--- config.mk ---
export PLATFORM = sky130hd
export DESIGN_NAME = hc_lfsr_sched
export DESIGN_NICKNAME = d
export VERILOG_FILES = /design/src/rtl/hc_pkg.sv /design/src/rtl/hc_lfsr16.sv /design/src/rtl/hc_lfsr_sched.sv
export SDC_FILE = /design/constraint.sdc
export NUM_CORES = 1
export LEC_CHECK = 0
export ABC_CLOCK_PERIOD_IN_PS = 2800
export CAP_MARGIN = 30
export CORE_AREA = 4 4 73 75
export DETAILED_ROUTE_END_ITERATION = 7
export DIE_AREA = 0 0 77 79
export PLACE_DENSITY = 0.69
export RECOVER_POWER = 25
export SLEW_MARGIN = 20
export SYNTH_ARGS = -nofsm -noshare
export SYNTH_HDL_FRONTEND = slang
export SYNTH_HIERARCHICAL = 1
export SYNTH_SLANG_ARGS = --single-unit
--- constraint.sdc ---
create_clock -name clk -period 2.8 [get_ports clk]
set_input_delay 0.28 -clock clk [delete_from_list [all_inputs] [get_ports clk]]
set_output_delay 0.28 -clock clk [all_outputs]
set_load 0.005 [all_outputs]
--- src/rtl/hc_pkg.sv ---
`default_nettype none
// ============================================================================
//  Module      : hc_pkg
//  Description : Shared constants, state encoding and LFSR step function for
//                the Hamming-code test-pattern burst scheduler.
//                Contents:
//                  LFSR_W, LFSR_RST       register width and reset value
//                  TAP_A..TAP_D           feedback tap positions (15,14,12,3)
//                  state_t                scheduler states IDLE/RUN/GAP/DONE
//                  lfsr_next()            one step of the 16-bit LFSR
//  Revision    : 1.0 - initial release
// ============================================================================
package hc_pkg;

    localparam int          LFSR_W   = 16;
    localparam logic [15:0] LFSR_RST = 16'h0001;

    localparam int TAP_A = 15;
    localparam int TAP_B = 14;
    localparam int TAP_C = 12;
    localparam int TAP_D = 3;

    typedef enum logic [1:0] {
        IDLE = 2'd0,
        RUN  = 2'd1,
        GAP  = 2'd2,
        DONE = 2'd3
    } state_t;

    // The NOR term forces a 1 into the shift-in position whenever all taps
    // are zero, so the all-zero state (e.g. a zero seed) escapes to 0x0001
    // instead of locking up.
    function automatic logic [LFSR_W-1:0] lfsr_next(input logic [LFSR_W-1:0] r);
        logic w_fb;
        logic w_zero;
        w_fb   = r[TAP_A] ^ r[TAP_B] ^ r[TAP_C] ^ r[TAP_D];
        w_zero = ~(r[TAP_A] | r[TAP_B] | r[TAP_C] | r[TAP_D]);
        return {r[LFSR_W-2:0], w_fb | w_zero};
    endfunction

endpackage : hc_pkg
`default_nettype wire

--- src/rtl/hc_lfsr16.sv ---
`default_nettype none
// ============================================================================
//  Module      : hc_lfsr16
//  Description : 16-bit test-pattern LFSR register with synchronous load.
//  Ports       :
//    clk       in   1   clock, rising edge
//    rst       in   1   asynchronous active-high reset (q -> LFSR_RST)
//    en        in   1   advance one step
//    load      in   1   load load_val (takes priority over en)
//    load_val  in   16  value to load
//    q         out  16  current LFSR state
//  Revision    : 1.0 - initial release
// ============================================================================
module hc_lfsr16
    import hc_pkg::*;
(
    input  logic              clk,
    input  logic              rst,
    input  logic              en,
    input  logic              load,
    input  logic [LFSR_W-1:0] load_val,
    output logic [LFSR_W-1:0] q
);

    logic [LFSR_W-1:0] r_q;

    always_ff @(posedge clk or posedge rst) begin
        if (rst) begin
            r_q <= LFSR_RST;
        end else if (load) begin
            r_q <= load_val;
        end else if (en) begin
            r_q <= lfsr_next(r_q);
        end
    end

    assign q = r_q;

endmodule : hc_lfsr16
`default_nettype wire

--- src/rtl/hc_lfsr_sched.sv ---
`default_nettype none
// ============================================================================
//  Module      : hc_lfsr_sched
//  Description : Burst scheduler for the 16-bit Hamming-code test-pattern
//                LFSR. Seeds the LFSR, offers a counted burst of words over a
//                valid/ready handshake (stepping only on accepted transfers),
//                inserts optional idle gaps, supports abort and pulses done.
//  Parameters  :
//    LEN_W       width of burst_len / word_idx
//    GAP_CYCLES  idle cycles forced between accepted words (0 = none)
//  Ports       :
//    clk, rst    clock (rising edge), asynchronous active-high reset
//    seed_load   load seed into LFSR (IDLE only)
//    seed        seed value
//    start       begin burst (IDLE only)
//    burst_len   words in burst, sampled on start
//    abort       terminate burst early (RUN/GAP)
//    word        data word offered (current LFSR state)
//    word_valid  word offered
//    word_ready  encoder accepts word
//    word_idx    words accepted in current burst
//    busy        high in RUN/GAP/DONE
//    done        one-cycle pulse at burst end
//  Revision    : 1.0 - initial release
// ============================================================================
module hc_lfsr_sched
    import hc_pkg::*;
#(
    parameter int LEN_W      = 8,
    parameter int GAP_CYCLES = 0
)(
    input  logic              clk,
    input  logic              rst,
    input  logic              seed_load,
    input  logic [LFSR_W-1:0] seed,
    input  logic              start,
    input  logic [LEN_W-1:0]  burst_len,
    input  logic              abort,
    output logic [LFSR_W-1:0] word,
    output logic              word_valid,
    input  logic              word_ready,
    output logic [LEN_W-1:0]  word_idx,
    output logic              busy,
    output logic              done
);

    // Gap counter is sized to hold GAP_CYCLES; kept at least one bit wide so
    // the back-to-back configuration still elaborates cleanly.
    localparam int              GAP_W      = $clog2(GAP_CYCLES + 2);
    localparam logic [GAP_W-1:0] c_gap_init = GAP_W'((GAP_CYCLES > 0) ? (GAP_CYCLES - 1) : 0);

    state_t            r_state;
    state_t            w_state_nxt;
    logic [LEN_W-1:0]  r_rem;
    logic [LEN_W-1:0]  r_idx;
    logic [GAP_W-1:0]  r_gap;
    logic              w_xfer;
    logic              w_seed_load;
    logic [LFSR_W-1:0] w_lfsr_q;

    assign w_xfer      = (r_state == RUN) && word_ready;
    assign w_seed_load = (r_state == IDLE) && seed_load;

    hc_lfsr16 u_lfsr (
        .clk      (clk),
        .rst      (rst),
        .en       (w_xfer),
        .load     (w_seed_load),
        .load_val (seed),
        .q        (w_lfsr_q)
    );

    always_ff @(posedge clk or posedge rst) begin
        if (rst) begin
            r_state <= IDLE;
        end else begin
            r_state <= w_state_nxt;
        end
    end

    always_comb begin
        w_state_nxt = r_state;
        case (r_state)
            IDLE: begin
                if (start) begin
                    w_state_nxt = (burst_len == '0) ? DONE : RUN;
                end
            end
            RUN: begin
                // A transfer coinciding with abort still counts; both the
                // last-word and abort paths land in DONE.
                if (w_xfer && (r_rem == LEN_W'(1))) begin
                    w_state_nxt = DONE;
                end else if (abort) begin
                    w_state_nxt = DONE;
                end else if (w_xfer && (GAP_CYCLES > 0)) begin
                    w_state_nxt = GAP;
                end
            end
            GAP: begin
                if (abort) begin
                    w_state_nxt = DONE;
                end else if (r_gap == '0) begin
                    w_state_nxt = RUN;
                end
            end
            DONE: begin
                w_state_nxt = IDLE;
            end
            default: begin
                w_state_nxt = IDLE;
            end
        endcase
    end

    // Remaining-word, accepted-word and gap counters. word_idx is only
    // cleared on start so it keeps the final count visible after DONE.
    always_ff @(posedge clk or posedge rst) begin
        if (rst) begin
            r_rem <= '0;
            r_idx <= '0;
            r_gap <= '0;
        end else begin
            case (r_state)
                IDLE: begin
                    if (start) begin
                        r_rem <= burst_len;
                        r_idx <= '0;
                    end
                end
                RUN: begin
                    if (w_xfer) begin
                        r_rem <= r_rem - LEN_W'(1);
                        r_idx <= r_idx + LEN_W'(1);
                        r_gap <= c_gap_init;
                    end
                end
                GAP: begin
                    if (r_gap != '0) begin
                        r_gap <= r_gap - GAP_W'(1);
                    end
                end
                default: begin
                end
            endcase
        end
    end

    assign word       = w_lfsr_q;
    assign word_valid = (r_state == RUN);
    assign word_idx   = r_idx;
    assign busy       = (r_state != IDLE);
    assign done       = (r_state == DONE);

endmodule : hc_lfsr_sched
`default_nettype wire

==> results.tsv, run 1 <==
stage	metric	value	unit
pwr	power_leakage	1.009	nW
critical_path	worstReg2RegStart	r_state[0]	
timing	hold_viol_final	0	
worst_hold_path	worstHoldEndpoint	r_rem[7]	
critical_path	crit_required	2.52	ns
global_route	grt_pass1_wl	7.797	mm
die	row_count	25	
timing	fin_tns_setup	0	ns
yosys	syn_area	1815	µm²
critical_path	cp_cell_sequence	or2b_1 > clkinv_1 > clkdlybuf4s50_1	
critical_path	cp.arrival	1.94	ns
clock_tree	holdBufCountCts	0	
timing	maxSlewViolCount	0	
timing	fin_skew	0.004285	ns
critical_path	slowest_stage	or2b_1	
cells_and_area	drive_gt1_share	6.719	%
place	portBuffers	56	
flow_run	cap_violations	0	
timing	fin_crit_sh	79.34	%
die	die_y	79	µm
clock_tree	clock-sinks	34	
timing	period_needed	2.221	ns
clock_tree	cts_buffer_depth	2	
critical_path	path_max_fanout	17	
place	dp_hpwl	3.399	mm
outcome	outcome	finished clean	
die	die_x	77	µm
yosys	ys_seq_area_share	46.93	%
clock_tree	ctsResizeCount	0	
clock_tree	path_clk_slew	0.07	ns
timing	rsz0062_at_grt	no	
place	placed_cell_area	2422	µm²
cells_and_area	layout_commonest_cell	clkdlybuf4s50_1	
critical_path	critPathCaptureType	output pin	
detailed_routing	num_vias	1648	
detailed_routing	wl_per_cell	15.08	µm
critical_path	r2r_end	u_lfsr/q[14]	
cells_and_area	fill_cells	429	
die	core_area	4661	µm²
timing	setup_viol	0	
worst_hold_path	min_path_type	flop to flop	
pwr	ir_drop	0.0004151	V
global_route	grt.total_usage	16.25	%
cells_and_area	diodes	0	
worst_hold_path	hp-start	r_rem[7]	
timing	fmax	450.2	MHz
detailed_routing	ant_nets	0	
yosys	syn_area_per_cell	9.263	µm²
detailed_routing	first_pass_iters	4	
clock_tree	clk_latency	0.29	ns
global_route	grt_start_max_net_pins	33	
yosys	synthCells	196	
detailed_routing	drcViolationCount	0	
global_route	grt_pass1_vias	1621	
detailed_routing	drtIter0Drc	142	
yosys	syn-num-nets	230	
die	ios	57	
detailed_routing	vias_per_cell	5.368	
timing	tightestPinTransition	0.7071	ns
place	place.gp.congestion	0.7642	
cells_and_area	layout_common_cells	clkdlybuf4s50_1, dfrtp_1, o21ai_0	
cells_and_area	layout.nets	286	
yosys	yosysUniqueCellTypes	36	
yosys	synth_seq_cells	34	
critical_path	cp-start-kind	flop	
die	start_util	38.95	%
clock_tree	cts_root_buf	clkbuf_8	
critical_path	cp_slowest_stage_delay	0.54	ns
critical_path	r2r_slack	0.84	ns
clock_tree	cts_buffers	5	
critical_path	r2r_cells	6	
cells_and_area	areaGrowthSynthToFinish	39.42	%
global_route	grt_overflow	0	
yosys	yosysWarnings	6	
detailed_routing	routed_wl	4.630	mm
critical_path	worstSetupPathType	flop to output pin	
global_route	antenna_found_initial	0	
clock_tree	cts_setup_buffers	0	
timing	slew_headroom	52.81	%
clock_tree	tritoncts	yes	
clock_tree	cts_max_level	2	
cells_and_area	design_area	2531	µm²
pwr	power_density	991.8	nW/µm²
worst_hold_path	hold_path_depth	1	
die	dieArea	6083	µm²
how the worst max path moves through the flow:
stage,from,end,slack [ns],cells after the start
2_1_floorplan,r_state[0],u_lfsr/q[13],1.05,7
3_3_place_gp,start,u_lfsr/q[0],0.54,8
3_5_place_dp,start,u_lfsr/q[14],0.50,7
4_1_cts,r_state[0],word_valid,0.60,3
5_1_grt,r_state[1],word_valid,0.42,3
6_report,r_state[0],word_valid,0.58,3
layer usage:
layer	wire, µm	GRT usage, %	vias up
li1	-	-	802
met1	1966	20.38	783
met2	2319	25.78	56
met3	246	4.762	7
met4	98	7.829	0
met5	0	0	-
state kept, by name, summed over array words and instances, names as in the netlist:
| register | flops |
|---|---|
| word_idx | 8 |
| r_state | 2 |
| r_rem | 8 |
| u_lfsr/q | 16 |
worst max-delay path, delay by kind of cell, from the launching register on:
family | cells | cell delay (ns)
buffers and inverters | 2 | 0.66
DFF | 1 | 0.44
and+or+nand+nor | 1 | 0.54
cell families (layout without fill, tap and decap cells):
family | Yosys count | count (layout) | share of synthesized area, %
compound gates | 48 | 48 | 15.64
buf+inv | 19 | 76 | 4.410
fa+ha+maj | 4 | 4 | 2.757
simple gates | 69 | 69 | 18.33
xor+xnor | 4 | 4 | 1.930
mux | 18 | 18 | 9.993
flops | 34 | 34 | 46.93
cell type report:
| class | count | area [µm²] | area share (%) |
|---|---|---|---|
| Clock buffer | 5 | 68.82 | 2.719 |
| Clock inverter | 3 | 40.04 | 1.582 |
| Inverter | 9 | 33.78 | 1.335 |
| Multi-Input combinational cell | 143 | 885.9 | 35.00 |
| Sequential cell | 34 | 852.1 | 33.66 |
| Tap cell | 54 | 67.56 | 2.669 |
| Timing Repair Buffer | 59 | 583.1 | 23.04 |
Yosys cell counts:
library cell  instances  area share, %
a211oi_1              1           0.41
a21oi_1              11            3.0
a221oi_2              1           0.83
a222oi_1              1           0.55
a22oi_1               2           0.83
a31o_2                1           0.48
and2_1                3            1.0
buf_2                 1           0.28
buf_4                 2           0.83
clkbuf_1              7            1.4
clkinv_1              1           0.21
dfrtp_1              33             45
dfstp_2               1            1.4
ha_1                  4            2.8
inv_1                 8            1.7
mux2_2                1           0.62
mux2i_1              17            9.4
nand2_1              23            4.8
nand2b_1              2           0.69
nand3_1               5            1.4
nand4_1               1           0.34
nand4b_1              2           0.97
nor2_1               14            2.9
nor2b_1               1           0.34
nor3_1                5            1.4
nor4_1                4            1.4
o21a_1                1           0.41
o21ai_0              25            6.9
o22ai_1               1           0.34
o2bb2ai_1             3            1.4
o31ai_1               1           0.41
or2_2                 1           0.34
or2b_1                1           0.41
or3_1                 7            2.4
xnor2_1               3            1.4
xor2_1                1           0.48
stage by stage:
stage	instances	utilization, %	worst slack, ns	hold WS [ns]	power, mW
after global placement	299	51.97	0.5391	0.4940	2.047
after CTS	307	54.31	0.5966	0.4104	2.531
after detailed placement	299	51.97	0.5031	0.4870	2.078
after floorplan	196	-	1.049	0.1930	1.552
after global routing	307	54.31	0.4246	0.5416	2.713
final	307	54.31	0.5786	0.4998	2.511
power by group:
| group | internal, mW | total, mW | switching [mW] | leakage [nW] |
|---|---|---|---|---|
| clock network | 0.262 | 0.444 | 0.182 | 0.0579 |
| logic | 0.613 | 1.15 | 0.536 | 0.525 |
| registers | 0.699 | 0.917 | 0.218 | 0.426 |
Note: power is estimated with default switching activity, not from simulation.
==> run 2: changes to the inputs <==
ABC_CLOCK_PERIOD_IN_PS = 2200   (was 2800)
clock period = 2.2 ns   (was 2.8 ns; I/O delays follow)
==> results.tsv, run 2 (same netlist as run 1, synthesis figures left out) <==
stage	metric	value	unit	change
clock_tree	clock-sinks	34		unchanged
detailed_routing	vias_per_cell	5.282		-1.6%
critical_path	r2r_slack	0.46	ns	-0.38 ns
critical_path	cp-start-kind	flop		
timing	setup_viol	0		unchanged
cells_and_area	layout_common_cells	clkdlybuf4s50_1, dfrtp_1, o21ai_0		
timing	fmax	495.7	MHz	
timing	hold_viol_final	0		unchanged
detailed_routing	wl_per_cell	14.54	µm	-3.6%
clock_tree	cts_buffers	5		unchanged
clock_tree	ctsResizeCount	0		unchanged
cells_and_area	diodes	0		unchanged
worst_hold_path	min_path_type	input port to asynchronous set/reset pin		
critical_path	crit_required	1.98	ns	-0.54 ns
clock_tree	clk_latency	0.28	ns	about the same
detailed_routing	first_pass_iters	4		unchanged
clock_tree	holdBufCountCts	0		unchanged
cells_and_area	layout.nets	288		+0.70%
detailed_routing	routed_wl	4.493	mm	-3.0%
detailed_routing	num_vias	1632		-0.97%
critical_path	cp.arrival	1.80	ns	-0.14 ns
timing	period_needed	2.017	ns	
pwr	p_total	3.141	mW	+25%
global_route	grt_pass1_vias	1547		-4.6%
timing	fin_skew	0.003951	ns	-0.0003343 ns
place	dp_hpwl	3.266	mm	-3.9%
pwr	power_leakage	1.011	nW	+0.19%
timing	fin_crit_sh	91.70	%	
global_route	grt_overflow	0		unchanged
clock_tree	tritoncts	yes		
die	die_y	79	µm	unchanged
critical_path	worstReg2RegStart	r_state[0]		
die	core_area	4661	µm²	unchanged
die	row_count	25		unchanged
place	dp_cells	301		+0.67%
critical_path	r2r_cells	6		unchanged
detailed_routing	drtIter0Drc	112		-21%
detailed_routing	drcViolationCount	0		unchanged
die	start_util	38.95	%	unchanged
timing	slew_headroom	52.84	%	about the same
clock_tree	path_clk_slew	0.07	ns	about the same
timing	fin_tns_setup	0	ns	unchanged
die	die_x	77	µm	unchanged
timing	rsz0062_at_grt	no		
critical_path	worstSetupPathType	flop to output pin		
global_route	grt.total_usage	15.17	%	-1.1 points
outcome	outcome	finished clean		
cells_and_area	fin_cells	309		+0.65%
timing	tightestPinTransition	0.7066	ns	-0.0004863 ns
pwr	power_density	1234	nW/µm²	+24%
place	portBuffers	56		unchanged
pwr	ir_drop	0.0005453	V	+31%
global_route	grt_pass1_wl	7.396	mm	-5.1%
timing	timing.final.ws_setup	0.1827	ns	-0.3959 ns
clock_tree	cts_buffer_depth	2		unchanged
timing	holdWs	0.4694	ns	-0.03034 ns
place	place_ws	0.1951	ns	-0.3080 ns
critical_path	startpoint	r_state[1]		
critical_path	r2r_end	u_lfsr/q[3]		
clock_tree	cts_max_level	2		unchanged
global_route	grt_start_max_net_pins	33		unchanged
global_route	antenna_found_initial	0		unchanged
die	ios	57		unchanged
critical_path	critPathCaptureType	output pin		
cells_and_area	layout_commonest_cell	clkdlybuf4s50_1		
critical_path	path_max_fanout	9		-8
clock_tree	cts_root_buf	clkbuf_8		
cells_and_area	areaGrowthSynthToFinish	40.18	%	
place	place.gp.congestion	0.7799		+2.1%
timing	maxSlewViolCount	0		unchanged
die	dieArea	6083	µm²	unchanged
cells_and_area	largest_register_ff_count	16		unchanged
cells_and_area	drive_gt1_share	7.451	%	+0.73 points
clock_tree	cts_setup_buffers	0		unchanged
detailed_routing	ant_nets	0		unchanged
flow_run	cap_violations	0		unchanged
==> run 2: layout make-up <==
| cell class | count | area (µm²) |
|---|---|---|
| clock buffer | 6 | 82.58 |
| tap | 54 | 67.56 |
| inverter | 9 | 33.78 |
| fill | 416 | 2116 |
| clock inverter | 2 | 12.51 |
| sequential | 34 | 852.1 |
| multi-input combinational | 143 | 885.9 |
| timing repair buffer | 61 | 610.6 |
==> run 2: critical path, stage by stage (launching register included) <==
cell	delay (ns)
dfrtp_1	0.48
or2b_1	0.24
clkinv_1	0.27
clkdlybuf4s50_1	0.52
==> run 2: worst max path at each step <==
stage                         endpoint  slack, ns  cells after the start
after floorplan           u_lfsr/q[13]       0.45                      7
final                       word_valid       0.18                      3
after global placement     u_lfsr/q[0]       0.24                      8
after global routing        word_valid       0.11                      3
after CTS                   word_valid       0.19                      3
after detailed placement   u_lfsr/q[3]       0.20                      7
==> run 2: per-layer routing <==
layer  global-route usage [%]  part of all wire (%)
met1                    20.81                    46
met2                    23.52                    48
met4                    4.626                   1.4
met3                    4.082                   4.6
met5                        0                     0
==> run 2: power breakdown <==
part / leakage (nW) / internal [mW] / switching [mW]
Sequential: 0.426 / 0.890 / 0.274
Combinational: 0.538 / 0.815 / 0.676
Clock: 0.0472 / 0.252 / 0.235
Total: 1.01 / 1.96 / 1.19
==> run 2: through the flow <==
step / util, % / area [µm²]
6_report: 54.60 / 2545
5_1_grt: 54.60 / 2545
4_1_cts: 54.60 / 2545
3_5_place_dp: 52.56 / 2450
3_3_place_gp: 52.56 / 2450
2_1_floorplan: - / 1815
